**config.mk**
```make
export PLATFORM = sky130hd
export DESIGN_NAME = mem_arbiter
export DESIGN_NICKNAME = d
export VERILOG_FILES = /design/src/rtl/mem_arbiter.sv
export SDC_FILE = /design/constraint.sdc
export NUM_CORES = 1
export LEC_CHECK = 0
export CORE_MARGIN = 5
export CORE_UTILIZATION = 40
export DETAILED_ROUTE_END_ITERATION = 12
export GPL_TIMING_DRIVEN = 0
export PLACE_DENSITY = 0.8
export SLEW_MARGIN = 0
export SYNTH_ARGS = -nofsm -noshare
export SYNTH_HDL_FRONTEND = slang
export SYNTH_SLANG_ARGS = --single-unit
```
**constraint.sdc**
```tcl
create_clock -name clk -period 1.9 [get_ports clk]
set_clock_uncertainty 0.05 [all_clocks]
set_input_delay 0.285 -clock clk [delete_from_list [all_inputs] [get_ports clk]]
set_output_delay 0.285 -clock clk [all_outputs]
set_load 0.1 [all_outputs]
```
**src/rtl/mem_arbiter.sv**
```systemverilog
// mem_arbiter: shares one req/ack memory between fetch and data ports; data has priority,
// with a bounded streak of data grants so a pending fetch cannot starve.
module mem_arbiter #(
  parameter int ADDR_W        = 32,
  parameter int DATA_W        = 32,
  parameter int MAX_DC_STREAK = 2
) (
  input  logic              clk,
  input  logic              reset,
  input  logic              ic_req,
  input  logic [ADDR_W-1:0] ic_addr,
  output logic [DATA_W-1:0] ic_rdata,
  output logic              ic_ready,
  input  logic              dc_req,
  input  logic              dc_we,
  input  logic [ADDR_W-1:0] dc_addr,
  input  logic [DATA_W-1:0] dc_wdata,
  output logic [DATA_W-1:0] dc_rdata,
  output logic              dc_ready,
  output logic              mem_req,
  output logic              mem_we,
  output logic [ADDR_W-1:0] mem_addr,
  output logic [DATA_W-1:0] mem_wdata,
  input  logic [DATA_W-1:0] mem_rdata,
  input  logic              mem_ack
);
  typedef enum logic [2:0] {IDLE, BUSY_I, BUSY_D, RESP_I, RESP_D} state_t;
  localparam logic [3:0] MAX = 4'(MAX_DC_STREAK);
  state_t state_q, state_d;
  logic [3:0] streak_q, streak_d;
  logic mem_req_q, mem_req_d, mem_we_q, mem_we_d;
  logic ic_ready_q, ic_ready_d, dc_ready_q, dc_ready_d;
  logic [ADDR_W-1:0] mem_addr_q, mem_addr_d;
  logic [DATA_W-1:0] mem_wdata_q, mem_wdata_d, ic_rdata_q, ic_rdata_d, dc_rdata_q, dc_rdata_d;
  logic grant_dc;
  // data wins unless a fetch is waiting and the data streak is exhausted
  assign grant_dc = dc_req && !(ic_req && streak_q >= MAX);
  always_comb begin
    state_d     = state_q;
    streak_d    = streak_q;
    mem_req_d   = mem_req_q;
    mem_we_d    = mem_we_q;
    mem_addr_d  = mem_addr_q;
    mem_wdata_d = mem_wdata_q;
    ic_rdata_d  = ic_rdata_q;
    dc_rdata_d  = dc_rdata_q;
    ic_ready_d  = 1'b0;
    dc_ready_d  = 1'b0;
    case (state_q)
      IDLE: if (ic_req || dc_req) begin
        state_d     = grant_dc ? BUSY_D : BUSY_I;
        mem_req_d   = 1'b1;
        mem_we_d    = grant_dc && dc_we;
        mem_addr_d  = grant_dc ? dc_addr : ic_addr;
        mem_wdata_d = grant_dc ? dc_wdata : mem_wdata_q;
        streak_d    = (grant_dc && ic_req) ? (streak_q >= MAX ? MAX : streak_q + 4'd1) : 4'd0;
      end
      BUSY_I, BUSY_D: if (mem_ack) begin
        state_d    = state_q == BUSY_I ? RESP_I : RESP_D;
        mem_req_d  = 1'b0;
        mem_we_d   = 1'b0;
        ic_ready_d = state_q == BUSY_I;
        dc_ready_d = state_q == BUSY_D;
        ic_rdata_d = state_q == BUSY_I ? mem_rdata : ic_rdata_q;
        dc_rdata_d = (state_q == BUSY_D && !mem_we_q) ? mem_rdata : dc_rdata_q;
      end
      default: state_d = IDLE;
    endcase
  end
  always_ff @(posedge clk) begin
    if (reset) begin
      state_q     <= IDLE;
      streak_q    <= '0;
      mem_req_q   <= 1'b0;
      mem_we_q    <= 1'b0;
      mem_addr_q  <= '0;
      mem_wdata_q <= '0;
      ic_rdata_q  <= '0;
      dc_rdata_q  <= '0;
      ic_ready_q  <= 1'b0;
      dc_ready_q  <= 1'b0;
    end else begin
      state_q     <= state_d;
      streak_q    <= streak_d;
      mem_req_q   <= mem_req_d;
      mem_we_q    <= mem_we_d;
      mem_addr_q  <= mem_addr_d;
      mem_wdata_q <= mem_wdata_d;
      ic_rdata_q  <= ic_rdata_d;
      dc_rdata_q  <= dc_rdata_d;
      ic_ready_q  <= ic_ready_d;
      dc_ready_q  <= dc_ready_d;
    end
  end
  assign mem_req   = mem_req_q;
  assign mem_we    = mem_we_q;
  assign mem_addr  = mem_addr_q;
  assign mem_wdata = mem_wdata_q;
  assign ic_rdata  = ic_rdata_q;
  assign dc_rdata  = dc_rdata_q;
  assign ic_ready  = ic_ready_q;
  assign dc_ready  = dc_ready_q;
endmodule

```
==> results.json, run 1 <==
{
  "antenna_found_initial": 0,
  "rows": 42,
  "worstSetupPathType": "flip-flop to flip-flop",
  "drv_cap": 0,
  "worstPathArrival_ps": 2150,
  "critPathMaxFanout": 8,
  "vdd_ir_drop_max_uv": 834,
  "wl_per_cell_um": 16.7,
  "fin_cells": 1131,
  "fin_crit_ps": 1870,
  "cts_hold_buf": 0,
  "route.detailed.drc": 0,
  "cts_made_buffers": 17,
  "vias": 5606,
  "synth_cell_type_count": 32,
  "grt_pass1_vias": 5572,
  "clock_latency_ps": 420,
  "dp_hpwl_um": 13600,
  "seq_power_share_pct": 33.4,
  "core-area_um2": 13200,
  "ys.warnings.count": 0,
  "multi_input_area_um2": 2380,
  "status": "finished clean",
  "fin_util_pct": 69.6,
  "slew_violations": 0,
  "synth_area_um2": 5380,
  "sw_frac_of_total_pct": 37.4,
  "cts_tree": "yes",
  "synth_top_area_share_pct": 51.7,
  "die_h_um": 126,
  "syn_avg_cell_area_um2": 8.22,
  "cts_sinks": 139,
  "overflow": 0,
  "synth-edff-count": 0,
  "worstHoldPathType": "primary input to flip-flop",
  "yosys.area.top_type": "dfxtp_1",
  "start_util_pct": 40.6,
  "drive_gt1_share_pct": 27.3,
  "worstPathRequired_ps": 2190,
  "synth-async-reset-ratio_pct": 0,
  "syn-instance-count": 655,
  "portBuffers": 264,
  "area_delta_synth_final_pct": 71.3,
  "internal_power_mw": 6.08,
  "fin_crit_sh_pct": 98.3,
  "cts.reportedPaths.clkPinSlew_ps": 60,
  "hold_violations": 0,
  "cts_buffer_depth": 2,
  "firstDrtPassIters": 4,
  "critPathCaptureType": "flip-flop",
  "drt_iter0_markers": 248,
  "relSlewSlack_pct": 51.5,
  "gp_congestion": 0.815,
  "syn-num-nets": 791,
  "die-area_um2": 15900,
  "htreeDepth": 4,
  "ys_ff_latch": 139,
  "grt_start_max_net_pins": 17,
  "seqCellArea_um2": 2790,
  "power_frac_comb_pct": 31.7,
  "grt_pass1_wl_um": 28900,
  "hold_slack_ps": 284,
  "powerDensity_nw_per_um2": 1050,
  "nNetsFinal": 1078,
  "ys.flop_type": "dfxtp_1",
  "switching_power_mw": 3.63,
  "antenna_cells": 0,
  "pwr-share-clk_pct": 34.9,
  "tightest_slew_ps": 728,
  "die_w_um": 126,
  "finalSetupViolations": 0,
  "yosysMostFrequentCell": "nand2_1",
  "ant_nets": 0,
  "wirelength_um": 18800,
  "fmax_ghz": 0.535,
  "cts-root-buf": "clkbuf_16",
  "nFillCells": 1066,
  "dpl.cell_count": 1095,
  "synth_common_cells": "nand2_1 (230), dfxtp_1 (139), a21oi_1 (123)",
  "synth.area.top_cells": "dfxtp_1 (52%), nand2_1 (16%), a21oi_1 (11%), a211oi_2 (7.0%), nor2_1 (2.7%)",
  "ys_seq_area_share_pct": 51.7,
  "drt-vias-per-instance": 4.96,
  "pin_count": 266,
  "total_leakage_power_nw": 3.35,
  "p_total_mw": 9.72,
  "track_usage_pct": 22.7,
  "rsz0062_at_grt": "yes",
  "critPathLaunchType": "flip-flop"
}
==> cell type report <==
cell class,count,share of cell area [%]
Clock inverter,14,1.86
Multi-Input combinational cell,461,25.8
Buffer,52,3.42
Timing Repair Buffer,269,31.4
Tap cell,176,2.39
Clock buffer,18,4.76
Sequential cell,139,30.2
Inverter,2,0.0814
==> registers in the layout, indices dropped and copies added, names as in the netlist, 3 cells and up <==
name / flops
ic_rdata: 32
state_q: 3
mem_addr: 32
mem_wdata: 32
streak_q: 4
dc_rdata: 32
==> stage by stage <==
step / TNS, ps / area, um^2 / setup WS, ps
CTS: 0 / 9020 / 12.8
global placement: -16620 / 8240 / -292
global route: -755 / 9220 / -48.9
floorplan: 0 / 5380 / 16.3
detailed placement: -16630 / 8240 / -318
finish: 0 / 9220 / 32.5
==> power groups by stage <==
stage / clock [mW] / combinational [mW] / sequential, mW
6_report: 3.39 / 3.08 / 3.24
3_5_place_dp: 0 / 3.07 / 3.30
2_1_floorplan: 0 / 0.676 / 4.80
4_1_cts: 3.45 / 3.02 / 3.24
3_3_place_gp: 0 / 3.06 / 3.29
5_1_grt: 3.59 / 3.22 / 3.27
==> placed cells by master (no fill, tap or decap), types with 2 or more instances in the layout <==
master | Yosys | layout
a211oi_1 | 2 | 2
a2bb2oi_1 | 2 | 2
a21oi_2 | 10 | 14
clkbuf_2 | 0 | 8
buf_4 | 1 | 2
dfxtp_2 | 0 | 2
bufinv_16 | 0 | 3
clkinv_4 | 0 | 4
a211oi_2 | 30 | 30
clkdlybuf4s50_1 | 0 | 132
clkdlybuf4s15_2 | 0 | 132
buf_8 | 1 | 2
clkbuf_4 | 0 | 3
a21oi_1 | 123 | 119
buf_2 | 23 | 17
dfxtp_1 | 139 | 137
nand3_1 | 2 | 2
clkinvlp_4 | 0 | 3
nand2b_1 | 2 | 2
nor4_1 | 4 | 4
buf_6 | 2 | 3
clkbuf_16 | 0 | 20
nand2_2 | 0 | 2
nand2_1 | 230 | 228
buf_12 | 0 | 2
o21ai_0 | 2 | 2
and2_1 | 3 | 2
clkbuf_1 | 25 | 16
clkinv_2 | 0 | 3
nor2_1 | 38 | 38
==> logic make-up after synthesis <==
group,Yosys count,share of synthesized area (%)
flip-flops,139,51.7
buffers and inverters,55,4.93
AND/OR/NAND/NOR,287,21.3
AO/OA/AOI/OAI,171,21.5
XOR/XNOR,1,0.163
adder cells (fa/ha/maj),2,0.465
==> critical path: stages, from the launching register on <==
cell and delay [ps]:
dfxtp_2 340, inv_2 50, ha_4 160, o41ai_4 390, and2_4 230, buf_12 140
clkbuf_16 160, a21oi_2 60, a211oi_2 190
==> path summary, 6_finish.rpt <==
check,from,endpoint,slack (ps),cells after the start
max,streak_q[0],mem_addr[16],30,8
max reg2reg,streak_q[0],mem_addr[16],30,8
min reg2reg,mem_wdata[8],mem_wdata[8],400,2
min,reset,mem_addr[2],280,2
==> metal layers <==
| metal | vias to the layer above | part of all wire [%] | wire [um] | GRT usage, % |
|---|---|---|---|---|
| li1 | 2747 | - | - | - |
| met1 | 2617 | 39 | 7440 | 25.7 |
| met2 | 210 | 50 | 9360 | 38.6 |
| met3 | 32 | 8.8 | 1660 | 9.99 |
| met4 | 0 | 2.1 | 390 | 7.51 |
| met5 | - | 0 | 0 | 0 |
==> timing repair <==
item,4_1_cts,5_1_grt
endpoints found under the setup margin,148,92
gates cloned,0,3
pin swaps,0,28
setup buffers,0,2
gates resized for setup,399,42
hold endpoints to repair,0,0
Note: power is estimated with default switching activity, not from simulation.
==> inputs of run 2 (changes only) <==
CORE_UTILIZATION = 30   (was 40)
CTS_BUF_LIST = sky130_fd_sc_hd__clkbuf_8 sky130_fd_sc_hd__clkbuf_16   (was unset)
PLACE_DENSITY = unset   (was 0.8)
==> results.json, run 2 (synthesis gave the netlist of run 1 again) <==
{
  "status": "finished clean",
  "wirelength_um": 19400,
  "sw_frac_of_total_pct": 38.9,
  "finalSetupViolations": 0,
  "htreeDepth": 4,
  "die_w_um": 144,
  "nFillCells": 1735,
  "drv_cap": 0,
  "fmax_ghz": 0.536,
  "vdd_ir_drop_max_uv": 659,
  "cts.reportedPaths.clkPinSlew_ps": 70,
  "worstPathRequired_ps": 2180,
  "nNetsFinal": 1079,
  "pwr-share-clk_pct": 35.2,
  "powerDensity_nw_per_um2": 1050,
  "cts_sinks": 139,
  "start_util_pct": 30.2,
  "cts-root-buf": "clkbuf_16",
  "setup-tns-final_ps": 0,
  "fin_crit_ps": 1860,
  "rows": 49,
  "drt_iter0_markers": 194,
  "crit_start": "streak_q[0]",
  "dp_hpwl_um": 14200,
  "final_common_cell": "nand2_1",
  "grt_start_max_net_pins": 17,
  "die_h_um": 144,
  "antenna_cells": 0,
  "firstDrtPassIters": 5,
  "clock_latency_ps": 410,
  "portBuffers": 264,
  "worstPathArrival_ps": 2150,
  "final_cell_mix": "nand2_1 (226), dfxtp_1 (137), clkdlybuf4s50_1 (132), clkdlybuf4s15_2 (131), a21oi_1 (117)",
  "track_usage_pct": 17.9,
  "seq_power_share_pct": 33.2,
  "hold_violations": 0,
  "cts_hold_buf": 0,
  "route.detailed.drc": 0,
  "path_buf_inv": 3,
  "critPathCaptureType": "flip-flop",
  "critPathMaxFanout": 8,
  "tightest_slew_ps": 727,
  "antenna_found_initial": 0,
  "cpPeakStageDelay_ps": 370,
  "switching_power_mw": 3.79,
  "cts_made_buffers": 17,
  "drive_gt1_share_pct": 27.4,
  "crit_path_cell_trace": "inv_2 > ha_4 > o41ai_4 > and2_1 > buf_6 > clkbuf_16 > a21oi_2 > a211oi_2",
  "seqCellArea_um2": 2790,
  "grt_pass1_vias": 5349,
  "critical_path.slowest_cell": "o41ai_4",
  "vias": 5433,
  "critical_path.top_delay_family": "compound AO/OA/AOI/OAI gates",
  "rsz0062_at_grt": "yes",
  "hp-start": "reset",
  "fin_crit_sh_pct": 98.1,
  "power_frac_comb_pct": 31.6,
  "multi_input_area_um2": 2390,
  "relSlewSlack_pct": 51.6,
  "die-area_um2": 20700,
  "ant_nets": 0,
  "grt_pass1_wl_um": 29100,
  "critPathLaunchType": "flip-flop",
  "core-area_um2": 17800,
  "slew_violations": 0,
  "worstHoldPathType": "primary input to flip-flop",
  "cts_buffer_depth": 2,
  "gp_congestion": 0.771,
  "drt-vias-per-instance": 4.58,
  "area_delta_synth_final_pct": 72.2,
  "overflow": 0,
  "total_leakage_power_nw": 3.34,
  "pin_count": 266,
  "worstSetupPathType": "flip-flop to flip-flop",
  "reg2reg_from": "streak_q[0]",
  "hold_slack_ps": 338,
  "internal_power_mw": 5.96,
  "wl_per_cell_um": 16.4,
  "cts_tree": "yes"
}
==> run 2: changes by cell type in the layout (fill, tap and decap cells not counted), moves of 2 or more <==
cell	change
a21oi_1	-2
inv_8	+4
clkinv_2	-2
clkinv_4	-4
nand2_1	-2
nand2_2	+2
clkbuf_1	+2
inv_6	+4
==> run 2: final timing paths <==
kind / depth (start not counted) / slack, ps / to
setup reg to reg: 8 / 40 / mem_addr[19]
hold / removal: 2 / 340 / mem_addr[3]
hold reg to reg: 2 / 400 / dc_rdata[0]
setup / recovery: 8 / 40 / mem_addr[19]
==> run 2: routing by layer <==
metal / up-vias / part of all wire (%) / GRT usage (%)
met3: 23 / 11 / 8.92
met2: 197 / 46 / 29.2
met5: - / 0 / 0
li1: 2759 / - / -
met1: 2454 / 42 / 20.9
met4: 0 / 1.8 / 5.10
==> run 2: layout make-up <==
type | instances | area share (%)
flip-flops and latches | 139 | 30.1
plain buffers | 53 | 3.33
repair buffers | 269 | 31.2
well taps | 229 | 3.09
clock inverters | 15 | 1.90
inverters | 2 | 0.0810
clock buffers | 17 | 4.59
multi-input cells | 461 | 25.7
==> run 2: what timing repair did <==
item | 4_1_cts | 5_1_grt
cloned | 0 | 3
gates resized for setup | 402 | 34
setup endpoints to repair | 170 | 96
setup buffers | 0 | 2
pin swaps | 0 | 34
==> run 2: power groups by stage <==
stage / logic, mW / registers (mW) / clock network (mW)
5_1_grt: 3.24 / 3.27 / 3.64
3_3_place_gp: 3.08 / 3.30 / 0
2_1_floorplan: 0.676 / 4.80 / 0
6_report: 3.08 / 3.24 / 3.43
4_1_cts: 3.04 / 3.24 / 3.51
3_5_place_dp: 3.09 / 3.30 / 0
==> run 2: worst register-to-register path, cell delays in order, from the launching register on <==
cell	delay, ps
dfxtp_2	350
inv_2	60
ha_4	160
o41ai_4	370
and2_1	200
buf_6	190
clkbuf_16	180
a21oi_2	60
a211oi_2	170
==> run 2: per-stage QoR <==
stage	total power [mW]	cells	setup WS (ps)	util, %	area [um^2]
2_1_floorplan	5.47	655	16.3	-	5380
3_3_place_gp	6.38	1148	-335	46.6	8310
3_5_place_dp	6.39	1148	-373	46.6	8310
4_1_cts	9.79	1180	4.15	50.9	9090
5_1_grt	10.1	1185	-64.9	51.9	9270
6_report	9.75	1185	35.5	51.9	9270
==> inputs of run 3 (changes only) <==
CTS_CLUSTER_SIZE = 28   (was unset)
GPL_TIMING_DRIVEN = unset   (was 0)
==> results.json, run 3 (synthesis gave the netlist of run 1 again) <==
{
  "finalSetupViolations": 0,
  "critPathMaxFanout": 8,
  "rrSetupSlack_ps": 90,
  "total_leakage_power_nw": 3.50,
  "antenna_cells": 0,
  "cts_tree": "yes",
  "overflow": 0,
  "pwr-share-clk_pct": 35.2,
  "slew_violations": 0,
  "nFillCells": 1763,
  "cts_made_buffers": 17,
  "cts_buffer_depth": 2,
  "cts.reportedPaths.clkPinSlew_ps": 60,
  "start_util_pct": 30.2,
  "grt_pass1_wl_um": 27500,
  "clock_latency_ps": 410,
  "ant_nets": 0,
  "htreeDepth": 4,
  "rows": 49,
  "dp_hpwl_um": 13000,
  "rr_worst_depth": 7,
  "relSlewSlack_pct": 77.0,
  "portBuffers": 265,
  "firstDrtPassIters": 4,
  "worstSetupPathType": "flip-flop to flip-flop",
  "hold_violations": 0,
  "nNetsFinal": 1048,
  "worstPathRequired_ps": 2190,
  "final_cell_mix": "nand2_1 (230), buf_4 (142), dfxtp_1 (137), clkdlybuf4s50_1 (132), a21oi_1 (122)",
  "switching_power_mw": 3.69,
  "seq_power_share_pct": 33.3,
  "fin_crit_sh_pct": 95.5,
  "drt-vias-per-instance": 4.64,
  "worstHoldPathType": "primary input to flip-flop",
  "vias": 5351,
  "drv_cap": 0,
  "critPathCaptureType": "flip-flop",
  "drt_iter0_markers": 143,
  "vdd_ir_drop_max_uv": 647,
  "crit_start": "streak_q[0]",
  "rsz0062_at_grt": "yes",
  "die-area_um2": 20700,
  "grt_start_max_net_pins": 51,
  "power_frac_comb_pct": 31.5,
  "p_total_mw": 9.77,
  "fin_crit_ps": 1810,
  "wl_per_cell_um": 16.1,
  "tightest_slew_ps": 345,
  "wirelength_um": 18600,
  "timing.rr.end": "mem_addr[4]",
  "critPathLaunchType": "flip-flop",
  "final_common_cell": "nand2_1",
  "fmax_ghz": 0.551,
  "cts-root-buf": "clkbuf_16",
  "core-area_um2": 17800,
  "cts_sinks": 139,
  "dpl.cell_count": 1118,
  "cts_hold_buf": 0,
  "antenna_found_initial": 0,
  "reg2reg_from": "streak_q[0]",
  "die_w_um": 144,
  "grt_pass1_vias": 5115,
  "gp_congestion": 0.752,
  "fin_cells": 1154,
  "track_usage_pct": 17.0,
  "route.detailed.drc": 0,
  "drive_gt1_share_pct": 26.2,
  "status": "finished clean",
  "powerDensity_nw_per_um2": 1110,
  "area_delta_synth_final_pct": 63.3,
  "worstPathArrival_ps": 2100,
  "pin_count": 266,
  "critPathCapture": "mem_addr[4]",
  "die_h_um": 144,
  "sw_frac_of_total_pct": 37.7,
  "internal_power_mw": 6.09
}
==> run 3: changes by cell type in the layout (fill, tap and decap cells not counted), moves of 5 or more <==
| cell | delta |
|---|---|
| buf_4 | +140 |
| clkbuf_1 | -18 |
| clkbuf_2 | -7 |
| buf_12 | +13 |
| a21oi_1 | +5 |
| buf_2 | -18 |
| clkdlybuf4s15_2 | -131 |
==> run 3: power by group through the flow <==
stage	sequential, mW	clock, mW	combinational, mW
finish	3.26	3.44	3.07
global route	3.29	3.70	3.22
floorplan	4.80	0	0.676
global placement	3.31	0	3.06
CTS	3.26	3.55	3.08
detailed placement	3.32	0	3.07
==> run 3: repair_timing <==
| action | in CTS | in global routing |
|---|---|---|
| buffers inserted | 0 | 1 |
| setup endpoints to repair | 0 | 32 |
| resized for setup | 0 | 9 |
==> run 3: per-stage QoR <==
| step | area (um^2) | util [%] | hold slack [ps] | TNS (ps) | setup slack, ps |
|---|---|---|---|---|---|
| after floorplan | 5380 | - | 371 | 0 | 16.3 |
| after global placement | 8080 | 45.3 | 392 | -6.51 | -2.40 |
| after detailed placement | 8080 | 45.3 | 397 | -273 | -46.5 |
| after CTS | 8690 | 48.7 | 207 | 0 | 0.744 |
| after global routing | 8790 | 49.2 | 222 | -4.15 | -4.15 |
| final | 8790 | 49.2 | 228 | 0 | 85.6 |
==> run 3: worst min path at each step <==
stage | startpoint | end | slack, ps | depth (start not counted)
finish | reset | mem_we | 230 | 2
detailed placement | mem_wdata[19] | mem_wdata[19] | 400 | 2
floorplan | mem_rdata[0] | dc_rdata[0] | 370 | 2
global route | reset | mem_we | 220 | 2
CTS | reset | mem_req | 210 | 2
global placement | ic_rdata[13] | ic_rdata[13] | 390 | 2
==> run 3: metal layers <==
layer / vias up / part of all wire, % / GRT usage [%] / wire (um)
li1: 2686 / - / - / -
met1: 2428 / 41 / 20.8 / 7720
met2: 204 / 45 / 26.4 / 8470
met3: 33 / 11 / 7.02 / 2010
met4: 0 / 2.3 / 7.09 / 430
met5: - / 0 / 0 / 0
==> run 3: worst max-delay path, stage by stage (launching register included) <==
cell and delay (ps):
dfxtp_2 340, inv_2 50, ha_4 170, o41ai_4 400, and2_4 290, buf_8 160
a21oi_1 80, a211oi_2 200
==> run 3: final cells by class <==
cell class | instances | area (um^2) | share of cell area (%)
Timing Repair Buffer | 291 | 2730 | 31.1
Inverter | 2 | 7.51 | 0.0854
Clock inverter | 15 | 188 | 2.14
Clock buffer | 17 | 425 | 4.84
Sequential cell | 139 | 2790 | 31.7
Tap cell | 229 | 287 | 3.26
Multi-Input combinational cell | 461 | 2360 | 26.9
==> variant 1, RTL diff (flow settings as in run 1) <==
Set the parameter `ADDR_W` to 28 (it was 32).
--- a/src/rtl/mem_arbiter.sv
+++ b/src/rtl/mem_arbiter.sv
@@ -1,7 +1,7 @@
 // mem_arbiter: shares one req/ack memory between fetch and data ports; data has priority,
 // with a bounded streak of data grants so a pending fetch cannot starve.
 module mem_arbiter #(
-  parameter int ADDR_W        = 32,
+  parameter int ADDR_W        = 28,
   parameter int DATA_W        = 32,
   parameter int MAX_DC_STREAK = 2
 ) (
Ports: changed (resized dc_addr, ic_addr and mem_addr); port bits go from 266 to 254. No check against the original RTL was run, so the function may have changed too.
==> variant 1 against run 1 <==
Setup slack better by 0.014 ns; combinational power down 6%; die area down 2.9%; sequential cell count down 4; power down 2.9%; design area down 3.6%; sequential share of layout area up 0.22 points; wire length down 6.1%; synthesized area down 3.1%; critical path depth unchanged; clock power about the same; critical path type unchanged; largest cell class unchanged; largest power group unchanged.
==> variant 1: results (changes against run 1) <==
status: "finished, final reports clean"  # unchanged
fin_nets: 1034  # was 1078
grt_pass1_vias: 5214  # was 5572
synthTopCellsByCount: "226 x nand2_1, 135 x dfxtp_1, 109 x a21oi_1"  # was 230 x nand2_1, 139 x dfxtp_1, 123 x a21oi_1
fillCellCount: 1026  # was 1066
antenna_cells: 0  # unchanged
yosysMostFrequentCell: "nand2_1"  # unchanged
p_int_w: 0.00600  # was 0.00608 W
nNonClkBuffers: 305  # was 321
clock_path_buffers: 2  # unchanged
syn_area_per_cell_um2: 8.23  # was 8.22 um2
fin_util_pct: 69.9  # was 69.6%
grtUsageMet2_pct: 38.3  # was 38.6%
cts_inserted_buffers: 17  # unchanged
nClkBuffers: 20  # was 18
post_dp_cell_area_mm2: 0.00795  # was 0.00824 mm2
synth_fp_nets: 761  # was 791
antenna_found_initial: 0  # unchanged
fin_cells: 1090  # was 1131
routed-via-count: 5268  # was 5606
clk_latency_ns: 0.41
multi_input_area_mm2: 0.00231  # was 0.00238 mm2
track_usage_pct: 22.3  # was 22.7%
use_met3_pct: 12.5  # was 9.99%
clock_power_share_pct: 35.9  # was 34.9%
synth_area_leaders: "dfxtp_1 52%, nand2_1 16%, a21oi_1 10%, a211oi_2 4.8%, a21oi_2 3.4%"  # was dfxtp_1 52%, nand2_1 16%, a21oi_1 11%, a211oi_2 7.0%, nor2_1 2.7%
p_leak_nw: 3.20  # was 3.35 nW
buf_share_pct: 34.1  # was 34.9%
wl_met1_um: 6610  # was 7440 um
cp.arrival_ns: 2.13  # was 2.15 ns
firstDrtPassIters: 5  # was 4
comb_power_share_pct: 30.8  # was 31.7%
drive_above_1_share_pct: 26.6  # was 27.3%
detail_route.wirelength_um: 17700  # was 18800 um
grt_util_met1_pct: 23.3  # was 25.7%
die_area_mm2: 0.0154  # was 0.0159 mm2
clockNetworkAreaShare_pct: 6.90  # was 6.62%
grt_pass1_wl_um: 26400  # was 28900 um
port_buffers: 252  # was 264
clk_pin_slew_ns: 0.06  # about the same
p_switching_w: 0.00344  # was 0.00363 W
ir_worst_vdd_mv: 0.764  # was 0.834 mV
crit_family: "compound AO/OA/AOI/OAI gates"  # unchanged
design.seq.count: 135  # was 139
hold_class: "primary input to flop"  # unchanged
routed-wl-met2_um: 8430  # was 9360 um
max-slew-margin-rel_pct: 37.0  # was 51.5%
seq_area_mm2: 0.00271  # was 0.00279 mm2
gp_congestion: 0.796  # was 0.815
multi_input_cells: 445  # was 461
dp_hpwl_um: 12900  # was 13600 um
crit_path_max_fanout: 7  # was 8
drt_iter0_markers: 228  # was 248
wl_met3_um: 2330  # was 1660 um
dp_slack_ns: -0.297  # was -0.318 ns
synth-seq-area-share_pct: 51.8  # was 51.7%
variant 1: cell types whose count changed after synthesis, moves of 4 or more:
cell and delta:
a21oi_1 -14, nor2_1 -4, dfxtp_1 -4, a211oi_2 -10, a211oi_1 +6, clkbuf_1 +4
nand2_1 -4, buf_2 -10, a21oi_2 +10
variant 1: logic make-up after synthesis:
family	share of synthesized area (%)
and+or+nand+nor	21.3
buffers and inverters	5.47
AOI/OAI and AO/OA	20.8
xor gates and xnor gates	0.168
adders and majority gates	0.480
DFF	51.8
variant 1: path summary, 6_finish.rpt:
check	start	end	slack (ns)	cells after the start
worst min register to register	ic_rdata[4]	ic_rdata[4]	0.40	2
worst max register to register	streak_q[0]	mem_addr[17]	0.05	8
worst max-delay path	streak_q[0]	mem_addr[17]	0.05	8
worst min-delay path	dc_wdata[20]	mem_wdata[20]	0.37	3
variant 1: what timing repair did:
action                                  CTS  global route
gates cloned                              0             3
gates resized for setup                 387            33
pin swaps                                 0            29
endpoints found under the setup margin  179            89
==> variant 2, RTL diff (config.mk and constraints of run 1) <==
Without the edit above. The 5 states of `state_t` get a one-hot encoding in 5 bits.
--- a/src/rtl/mem_arbiter.sv
+++ b/src/rtl/mem_arbiter.sv
@@ -24,7 +24,7 @@
   input  logic [DATA_W-1:0] mem_rdata,
   input  logic              mem_ack
 );
-  typedef enum logic [2:0] {IDLE, BUSY_I, BUSY_D, RESP_I, RESP_D} state_t;
+  typedef enum logic [4:0] {IDLE = 5'b00001, BUSY_I = 5'b00010, BUSY_D = 5'b00100, RESP_I = 5'b01000, RESP_D = 5'b10000} state_t;
   localparam logic [3:0] MAX = 4'(MAX_DC_STREAK);
   state_t state_q, state_d;
   logic [3:0] streak_q, streak_d;
Behaviour: no difference found for any inputs over 4 cycles, from zero or initial values and one cycle with reset high; so few cycles prove little.
==> variant 2 against run 1 <==
The run now ends with setup timing left; count of clock-buffer cells in the layout is 6 higher; synthesized area shrank 2.3%; highest routed layer unchanged; global-route usage rose by 0.076 points; wire length increased by 0.96%; non-clock buffer count increased by 2; final cell count up 0.62%; synthesized cell count grew 1.1%; power rose by 2.4%; hold slack better by 0.085 ns; setup slack lost 0.088 ns; sequential cell count up 2; design area is 1.4% higher.
==> variant 2: results (changes against run 1) <==
setup_violations: 28  # was 0
synth_area_leaders: "dfxtp_1 54%, nand2_1 16%, a21oi_1 12%, a211oi_1 4.6%, nor2_1 2.9%"  # was dfxtp_1 52%, nand2_1 16%, a21oi_1 11%, a211oi_2 7.0%, nor2_1 2.7%
critPathSlowestCell: "or4b_4"  # was o41ai_4
use_met3_pct: 8.49  # was 9.99%
r2r_slack_ns: -0.06  # was 0.03 ns
crit_path_max_fanout: 5  # was 8
worstHoldPathCells: 3  # was 2
gp_congestion: 0.848  # was 0.815
drt_iter0_markers: 317  # was 248
ir_worst_vdd_mv: 0.529  # was 0.834 mV
dp_hpwl_um: 13400  # was 13600 um
max-slew-margin-rel_pct: 56.5  # was 51.5%
p_int_w: 0.00642  # was 0.00608 W
grt_pass1_vias: 5524  # was 5572
detail_route.wirelength_um: 19000  # was 18800 um
post_dp_cell_area_mm2: 0.00813  # was 0.00824 mm2
max_stage_delay_ns: 0.59  # was 0.39 ns
synth-seq-area-share_pct: 53.7  # was 51.7%
r2r-end: "mem_addr[20]"  # was mem_addr[16]
status: "complete, but fails checks"  # was finished, final reports clean
worstHoldStart: "dc_wdata[8]"  # was reset
dp_slack_ns: -0.504  # was -0.318 ns
setup_slack_ns: -0.0556  # was 0.0325 ns
violations: "setup timing"
holdPathEnd: "mem_wdata[8]"  # was mem_addr[2]
grt_pass1_wl_um: 28800  # was 28900 um
cp.arrival_ns: 2.17  # was 2.15 ns
syn_inst: 662  # was 655
drive_above_1_share_pct: 25.7  # was 27.3%
track_usage_pct: 22.8  # was 22.7%
synthDistinctLibCells: 34  # was 32
grt_util_met1_pct: 26.9  # was 25.7%
synthTopCellsByCount: "228 x nand2_1, 141 x dfxtp_1, 130 x a21oi_1"  # was 230 x nand2_1, 139 x dfxtp_1, 123 x a21oi_1
r2r_cells: 5  # was 8
firstDrtPassIters: 5  # was 4
p_leak_nw: 3.38  # was 3.35 nW
## variant 2: worst max-delay path by stage
| stage | startpoint | end | slack, ns | depth (start not counted) |
|---|---|---|---|---|
| floorplan | state_q[1] | mem_addr[25] | -0.01 | 6 |
| global placement | mem_ack | dc_rdata[26] | -0.48 | 7 |
| detailed placement | mem_ack | dc_rdata[26] | -0.50 | 7 |
| CTS | state_q[1] | mem_addr[31] | -0.11 | 6 |
| global route | state_q[1] | mem_addr[11] | -0.09 | 5 |
| finish | state_q[1] | mem_addr[20] | -0.06 | 5 |
## variant 2: worst register-to-register path, delay by kind of cell (launching register included)
kind,cells,cell delay [ns]
AO/OA/AOI/OAI,2,0.21
buffers and inverters,1,0.19
flip-flops,1,0.36
AND/OR/NAND/NOR,2,1.02
## variant 2: per-stage QoR
stage	setup TNS (ns)	util [%]
2_1_floorplan	-0.271	-
6_report	-0.732	73.2
4_1_cts	-2.26	70.5
3_3_place_gp	-48.22	63.6
3_5_place_dp	-51.06	63.6
5_1_grt	-2.25	73.2
## variant 2: kinds of logic after synthesis
group           count (synthesis)  synth area share (%)
fa+ha+maj                       2                 0.476
flops                         141                  53.7
compound gates                171                  18.1
mux                             1                 0.190
simple gates                  292                  22.8
xor+xnor                        1                 0.167
buf+inv                        54                  4.64
## variant 2: timing repair
item                       4_1_cts  5_1_grt
gates cloned                     0        2
hold buffers                     0        0
buffers inserted                 5        7
gates resized for setup        418      101
setup endpoints to repair      265      129
pin swaps                        4        7
## variant 2: per-layer routing
layer  share of wire, %  up-vias
met5                  0        -
met4                2.4        0
met3                8.2       36
met2                 49      211
met1                 40     2641
li1                   -     2796
## variant 2: power by group through the flow
stage | combinational (W) | clock, W | sequential [W]
final | 0.00318 | 0.00348 | 0.00329
after global routing | 0.00331 | 0.00366 | 0.00332
after CTS | 0.00296 | 0.00354 | 0.00329
after detailed placement | 0.00296 | 0 | 0.00335
after global placement | 0.00294 | 0 | 0.00334
after floorplan | 0.000633 | 0 | 0.00479
## variant 2: area by class of cell
class | instances | area (um2)
fillers | 981 | 3420
inverters | 3 | 11.3
plain buffers | 46 | 338
well taps | 172 | 215
clock inverters | 7 | 135
multi-input cells | 468 | 2410
flip-flops and latches | 141 | 2830
clock buffers | 24 | 482
repair buffers | 277 | 2930
